===== src/rtl/run_detect_word_scheduler.sv =====
// Word-to-serial scheduler for an identical-run detector: shifts each accepted word out MSB first,
// tracks run history across words, and returns a per-word hit count and polarity flags.
module run_detect_word_scheduler #(
  parameter int WORD_W  = 8,
  parameter int RUN_LEN = 4,
  parameter int CNT_W   = 4
) (
  input  logic              pCLK,
  input  logic              pREST,
  input  logic              in_valid,
  output logic              in_ready,
  input  logic [WORD_W-1:0] in_data,
  input  logic              in_clr,
  output logic              det_w,
  output logic              det_en,
  output logic              det_hit,
  output logic              out_valid,
  input  logic              out_ready,
  output logic [CNT_W-1:0]  out_count,
  output logic [1:0]        out_flags
);

  localparam int IDX_W = $clog2(WORD_W);
  localparam int RUN_W = $clog2(RUN_LEN + 1);
  localparam logic [RUN_W-1:0] RUN_MAX = RUN_W'(RUN_LEN);
  localparam logic [IDX_W-1:0] IDX_TOP = IDX_W'(WORD_W - 1);
  localparam logic [CNT_W-1:0] CNT_MAX = '1;

  typedef enum logic [1:0] {IDLE, SHIFT, REPORT} state_t;

  state_t             stateReg, stateNext;
  logic [WORD_W-1:0]  wordReg, wordNext;
  logic [IDX_W-1:0]   idxReg, idxNext;
  logic [RUN_W-1:0]   runCntReg, runCntNext, runCntUpd;
  logic               runBitReg, runBitNext;
  logic [CNT_W-1:0]   countReg, countNext;
  logic [1:0]         flagsReg, flagsNext;

  always_ff @(posedge pCLK) begin
    if (pREST) begin
      stateReg  <= IDLE;
      wordReg   <= '0;
      idxReg    <= '0;
      runCntReg <= '0;
      runBitReg <= 1'b0;
      countReg  <= '0;
      flagsReg  <= '0;
    end else begin
      stateReg  <= stateNext;
      wordReg   <= wordNext;
      idxReg    <= idxNext;
      runCntReg <= runCntNext;
      runBitReg <= runBitNext;
      countReg  <= countNext;
      flagsReg  <= flagsNext;
    end
  end

  assign in_ready  = (stateReg == IDLE);
  assign det_en    = (stateReg == SHIFT);
  assign det_w     = det_en ? wordReg[idxReg] : 1'b0;
  assign out_valid = (stateReg == REPORT);
  assign out_count = countReg;
  assign out_flags = flagsReg;

  // Run length as it stands after the current bit; clamped so a long run keeps reporting hits.
  always_comb begin
    runCntUpd = RUN_W'(1);
    if (runCntReg != '0 && det_w == runBitReg) begin
      runCntUpd = (runCntReg == RUN_MAX) ? RUN_MAX : runCntReg + 1'b1;
    end
  end

  assign det_hit = det_en && (runCntUpd == RUN_MAX);

  always_comb begin
    stateNext  = stateReg;
    wordNext   = wordReg;
    idxNext    = idxReg;
    runCntNext = runCntReg;
    runBitNext = runBitReg;
    countNext  = countReg;
    flagsNext  = flagsReg;
    case (stateReg)
      IDLE: begin
        if (in_valid) begin
          wordNext  = in_data;
          countNext = '0;
          flagsNext = '0;
          idxNext   = IDX_TOP;
          stateNext = SHIFT;
          if (in_clr) runCntNext = '0;
        end
      end
      SHIFT: begin
        runBitNext = det_w;
        runCntNext = runCntUpd;
        if (det_hit) begin
          if (countReg != CNT_MAX) countNext = countReg + 1'b1;
          flagsNext[det_w] = 1'b1;
        end
        if (idxReg == '0) stateNext = REPORT;
        else              idxNext   = idxReg - 1'b1;
      end
      REPORT: begin
        if (out_ready) stateNext = IDLE;
      end
      default: stateNext = IDLE;
    endcase
  end

endmodule


===== config.mk =====
export PLATFORM = sky130hd
export DESIGN_NAME = run_detect_word_scheduler
export DESIGN_NICKNAME = d
export VERILOG_FILES = /design/src/rtl/run_detect_word_scheduler.sv
export SDC_FILE = /design/constraint.sdc
export NUM_CORES = 1
export LEC_CHECK = 0
export BUFFER_PORTS_ARGS = -buffer_cell sky130_fd_sc_hd__buf_2
export CORE_MARGIN = 4
export CORE_UTILIZATION = 47
export DETAILED_ROUTE_END_ITERATION = 8
export PLACE_DENSITY = 0.74
export SYNTH_ARGS = -nofsm -noshare
export SYNTH_HDL_FRONTEND = slang
export SYNTH_SLANG_ARGS = --single-unit

===== constraint.sdc =====
create_clock -name pCLK -period 2.05 [get_ports pCLK]
set_clock_uncertainty 0.05 [all_clocks]
set_input_delay 0.41 -clock pCLK [delete_from_list [all_inputs] [get_ports pCLK]]
set_output_delay 0.41 -clock pCLK [all_outputs]
set_load 0.05 [all_outputs]

Yosys cells after proc, flatten, opt, wreduce, memory -nomap -nowiden. Cells that the tools add are included.

$add $sub $neg: 3. Magnitude comparators: 3. Equality and inequality tests: 13. Multiplexer cells: 24. Bitwise gates (word level): 1. Reductions and logical operators: 13.

Operators with widths (count): two-way mux 3 bit (6); two-way mux 4 bit (3); case mux 3 bit (2 select lines) (2); AND reduction 3 bit (4); two-way mux 2 bit (5); != test 2 x 1 -> 1 bit (second input constant) (5); case mux 4 bit (2 select lines) (1); == test 3 bit (second input constant) (2); case mux 2 bit (3 select lines) (1); adder 4 x 1 -> 4 bit (second input constant) (1); < comparator 3 x 4 -> 1 bit (second input constant) (1); != test 2 bit (second input constant) (2); != test 4 bit (second input constant) (1); case mux 2 bit (2 select lines) (1); AND reduction 4 bit (1); adder 3 x 1 -> 3 bit (second input constant) (1); binary-select mux 1 bit (select 3 bit) (1); logical AND 1 bit (3); logical NOT 3 bit (1); two-way mux 1 bit (3); nonzero test 3 bit (1); subtractor 3 x 1 -> 3 bit (second input constant) (1); == test 2 x 1 -> 1 bit (second input constant) (1); == test 2 bit (second input constant) (1); other kinds (8) (8).

Register bits: 23. Bits of input ports: 13. Output and inout bits: 11. Word-level logic and storage cells: 64.

Logic depth before layout (Yosys ltp).
Depth in word-level cells: 10. Gate-level depth with buffers: 7. Mapped depth without buffers: 7.

Worst setup path before layout. Ideal clock, no wire load.

Kind: register to output. Start point: register runCntReg[0]. End point: output port det_hit. Arrival: 1991 ps. Slack: -401 ps. Stages on the path, launching flop included: 8. Path buffers: 0. Path through: dfxtp_1 > inv_1 > ha_1 > or3b_2 > a21oi_1 > o21ai_1 > or2_2 > inv_1.

Longest elaborated chain between the ends: 5. Elaborated cells on any way between the ends: 8.

Ends and longest elaborated chain: start: declaration (RTL line 34) `logic [RUN_W-1:0] runCntReg, runCntNext, runCntUpd;`; start signal: assignment (RTL line 52) `runCntReg <= runCntNext;`; adder 3 x 1 -> 3 bit, or another cell as far along (RTL line 70) `runCntUpd = (runCntReg == RUN_MAX) ? RUN_MAX : runCntReg + 1'b1;`; two-way mux 3 bit / logical AND 1 bit (equally long branches) (RTL line 70, 69); two-way mux 3 bit (*) (RTL line 69) `if (runCntReg != '0 && det_w == runBitReg) begin`; == test 3 bit (*) (RTL line 74) `assign det_hit = det_en && (runCntUpd == RUN_MAX);`; logical AND 1 bit (*) (RTL line 74); end: declaration (RTL line 16) `output logic det_hit,`.

Every way passes the cells marked *; elsewhere a longest branch is shown, timed or not.

Worst setup path in the final report. Same ends and word-level chain as after synthesis.

==> impl_metrics.py <==
metrics = {
    "sta": {
        "fmax_mhz": 406,
        "setup_ws_ps": -414,
        "slew_violations": 0,
        "slew_headroom_pct": 65.2,
        "hold_ws_ps": 253,
        "timing.final.crit_share_pct": 120,
        "rsz0062_at_grt": "true",
        "hold_violations": 0,
        "worst_pin_slew_ps": 522,
        "finalCriticalPeriod_ps": 2460,
        "setup_violations": 5,
    },
    "drt": {
        "num_vias": 1145,
        "wire_per_inst_um": 13.6,
        "wl_um": 2810,
        "viasPerCell": 5.56,
        "ant_nets": 0,
        "drt_first_pass_iters": 5,
        "drt_iter0_markers": 36,
        "drc_errors": 0,
    },
    "floorplan": {
        "die_w_um": 57.4,
        "rows": 17,
        "core_area_um2": 2280,
        "die_h_um": 57.4,
        "die_area_um2": 3300,
        "initial_core_util_pct": 50.4,
        "ios": 24,
    },
    "pwr": {
        "powerDensity_nw_per_um2": 663,
        "p_seq_share_pct": 49.2,
        "power_w": 0.00101,
        "leakagePower_nw": 0.642,
        "ir_worst_vdd_uv": 567,
        "netSwitchingPower_w": 0.000335,
        "clockPowerShare_pct": 21.8,
        "p_sw_share_pct": 33.1,
        "power.internal_w": 0.000676,
        "combPwrFrac_pct": 29.0,
    },
    "clock_tree": {
        "cts_tree": "yes",
        "cts.sinks": 23,
        "numCtsBuffers": 3,
        "hold_buffers": 0,
        "cts.clk_slew.worst_paths_ps": 130,
        "insertion_delay_ps": 320,
        "cts_max_level": 1,
        "cts-root-buf": "clkbuf_4",
        "cts_max_path_buffers": 2,
    },
    "synth": {
        "netlist_top_cells_count": "nand2_1, dfxtp_1, a21oi_1",
        "syn_nets": 156,
        "ys_ff_latch": 23,
        "synth.area.top_cells": "dfxtp_1, a21oi_1, nand2_1",
        "syn_inst": 138,
        "synthesis.area_um2": 1150,
        "synth-edff-count": 0,
        "yosysSeqAreaShare_pct": 40.1,
        "synth_cell_type_count": 33,
        "synthFlopType": "dfxtp_1",
        "yosysMostFrequentCell": "nand2_1",
        "synth_top_area_share_pct": 40.1,
        "synth.largest_area_cell": "dfxtp_1",
        "async_flop_share_pct": 0,
        "synth.avg_cell_area_um2": 8.31,
        "yosysWarnings": 0,
    },
    "critical_path": {
        "worst_ep_required_time_ps": 1590,
        "start_kind": "register",
        "cp-end-kind": "output port",
        "cp.arrival_ps": 2000,
        "crit_fanout": 4,
        "cp_cell_sequence": "inv_2 -> ha_4 -> or3b_4 -> a21oi_2 -> o21ai_2 -> or2_4 -> clkinvlp_4 -> buf_8",
        "slowest_stage": "dfxtp_2",
        "cpPeakStageDelay_ps": 380,
        "criticalPathCategory": "register to output port",
    },
    "cells_and_area": {
        "final_area_um2": 1530,
        "area_growth_syn_to_layout_pct": 32.9,
        "layout.nets": 197,
        "diodes": 0,
        "fill_cells": 176,
        "layout-drive-gt1-share_pct": 38.8,
    },
    "run_status": {
        "status": "complete, but fails checks",
        "failed_checks": "negative setup slack",
    },
    "placement": {
        "dp_hpwl_um": 1940,
        "dpl_cell_area_um2": 1370,
        "place_congestion": 0.766,
        "pre_cts_ws_ps": -190,
        "portBuffers": 23,
    },
    "global_route": {
        "grt_max_degree": 23,
        "antenna_found_initial": 0,
        "grt_pass1_vias": 1014,
        "overflow": 0,
        "track_usage_pct": 17.3,
        "grt_pass1_wl_um": 4590,
    },
    "job": {
        "cap_viol_max_count": 0,
    },
    "hold_path": {
        "min_path_type": "primary input to register",
    },
}
## final timing paths
check / startpoint / end / slack [ps] / depth (start not counted)
setup / recovery: runCntReg[0] / det_hit / -410 / 8
hold / removal: in_data[4] / wordReg[4] / 250 / 3
setup reg to reg: idxReg[0] / out_count[1] / -160 / 7
hold reg to reg: wordReg[5] / wordReg[5] / 420 / 2
## cell type report
class	instances	area, um2	area share (%)
multi-input cells	100	678	44.5
clock inverters	1	7.51	0.492
repair buffers	41	274	18.0
well taps	28	35.0	2.30
flip-flops and latches	23	467	30.6
clock buffers	3	22.5	1.48
inverters	10	41.3	2.71
## layout by cell type (no fill, tap or decap), types with 2 or more instances in the layout
cell type	instances
nand2b_1	2
mux4_2	2
a21oi_2	4
inv_1	8
dfxtp_2	2
o21ai_1	2
a21oi_1	16
ha_1	4
buf_2	21
dfxtp_1	20
o21ai_0	2
o21a_1	2
nand2_1	26
nor2_1	11
buf_4	16
clkbuf_4	3
nor3_1	3
clkinvlp_4	2
o311ai_0	2
buf_6	3
## sequential cells by signal, summed over array words and instances (netlist names)
| name | cells |
|---|---|
| idxReg | 3 |
| out_count | 4 |
| out_flags | 2 |
| runCntReg | 3 |
| runBitReg | 1 |
| stateReg | 2 |
| wordReg | 8 |
## stage by stage
step           util, %  cells  TNS [ps]
6_report          67.0    206     -1110
5_1_grt           67.0    206     -1760
4_1_cts           64.1    202      -798
3_5_place_dp      60.0    194      -379
3_3_place_gp      60.0    194      -211
2_1_floorplan        -    138      -119
## cells by family after synthesis
| group | after synthesis | share of synthesized area (%) |
|---|---|---|
| and+or+nand+nor | 54 | 21.9 |
| AOI/OAI and AO/OA | 36 | 18.9 |
| DFF | 23 | 40.1 |
| buffers and inverters | 15 | 4.91 |
| adders and majority gates | 5 | 5.45 |
| muxes | 3 | 6.54 |
| xor gates and xnor gates | 2 | 2.18 |
## repair_timing
action,in CTS,in global routing
hold endpoints to repair,0,0
resized for setup,10,12
setup endpoints to repair,7,7
pin swaps,5,7
buffers inserted,4,4
## critical path, delay by kind of cell, from the launching register on
| kind | cells | cell delay, ps |
|---|---|---|
| adder cells (fa/ha/maj) | 1 | 150 |
| buffers and inverters | 3 | 250 |
| AO/OA/AOI/OAI | 2 | 270 |
| AND/OR/NAND/NOR | 2 | 620 |
| flip-flops | 1 | 380 |
## per-layer routing
metal	global-route usage [%]	vias to the layer above	part of all wire [%]
li1	-	563	-
met1	21.8	530	41
met2	29.5	46	50
met3	4.30	6	7.1
met4	3.97	0	1.4
met5	0	-	0
## power by group through the flow
stage	registers [W]	logic (W)	clock network [W]
4_1_cts	0.000498	0.000270	0.000225
5_1_grt	0.000503	0.000317	0.000242
2_1_floorplan	0.000503	0.000177	0
3_3_place_gp	0.000505	0.000247	0
3_5_place_dp	0.000507	0.000255	0
6_report	0.000498	0.000293	0.000220
Note: power is estimated with default switching activity, not from simulation.
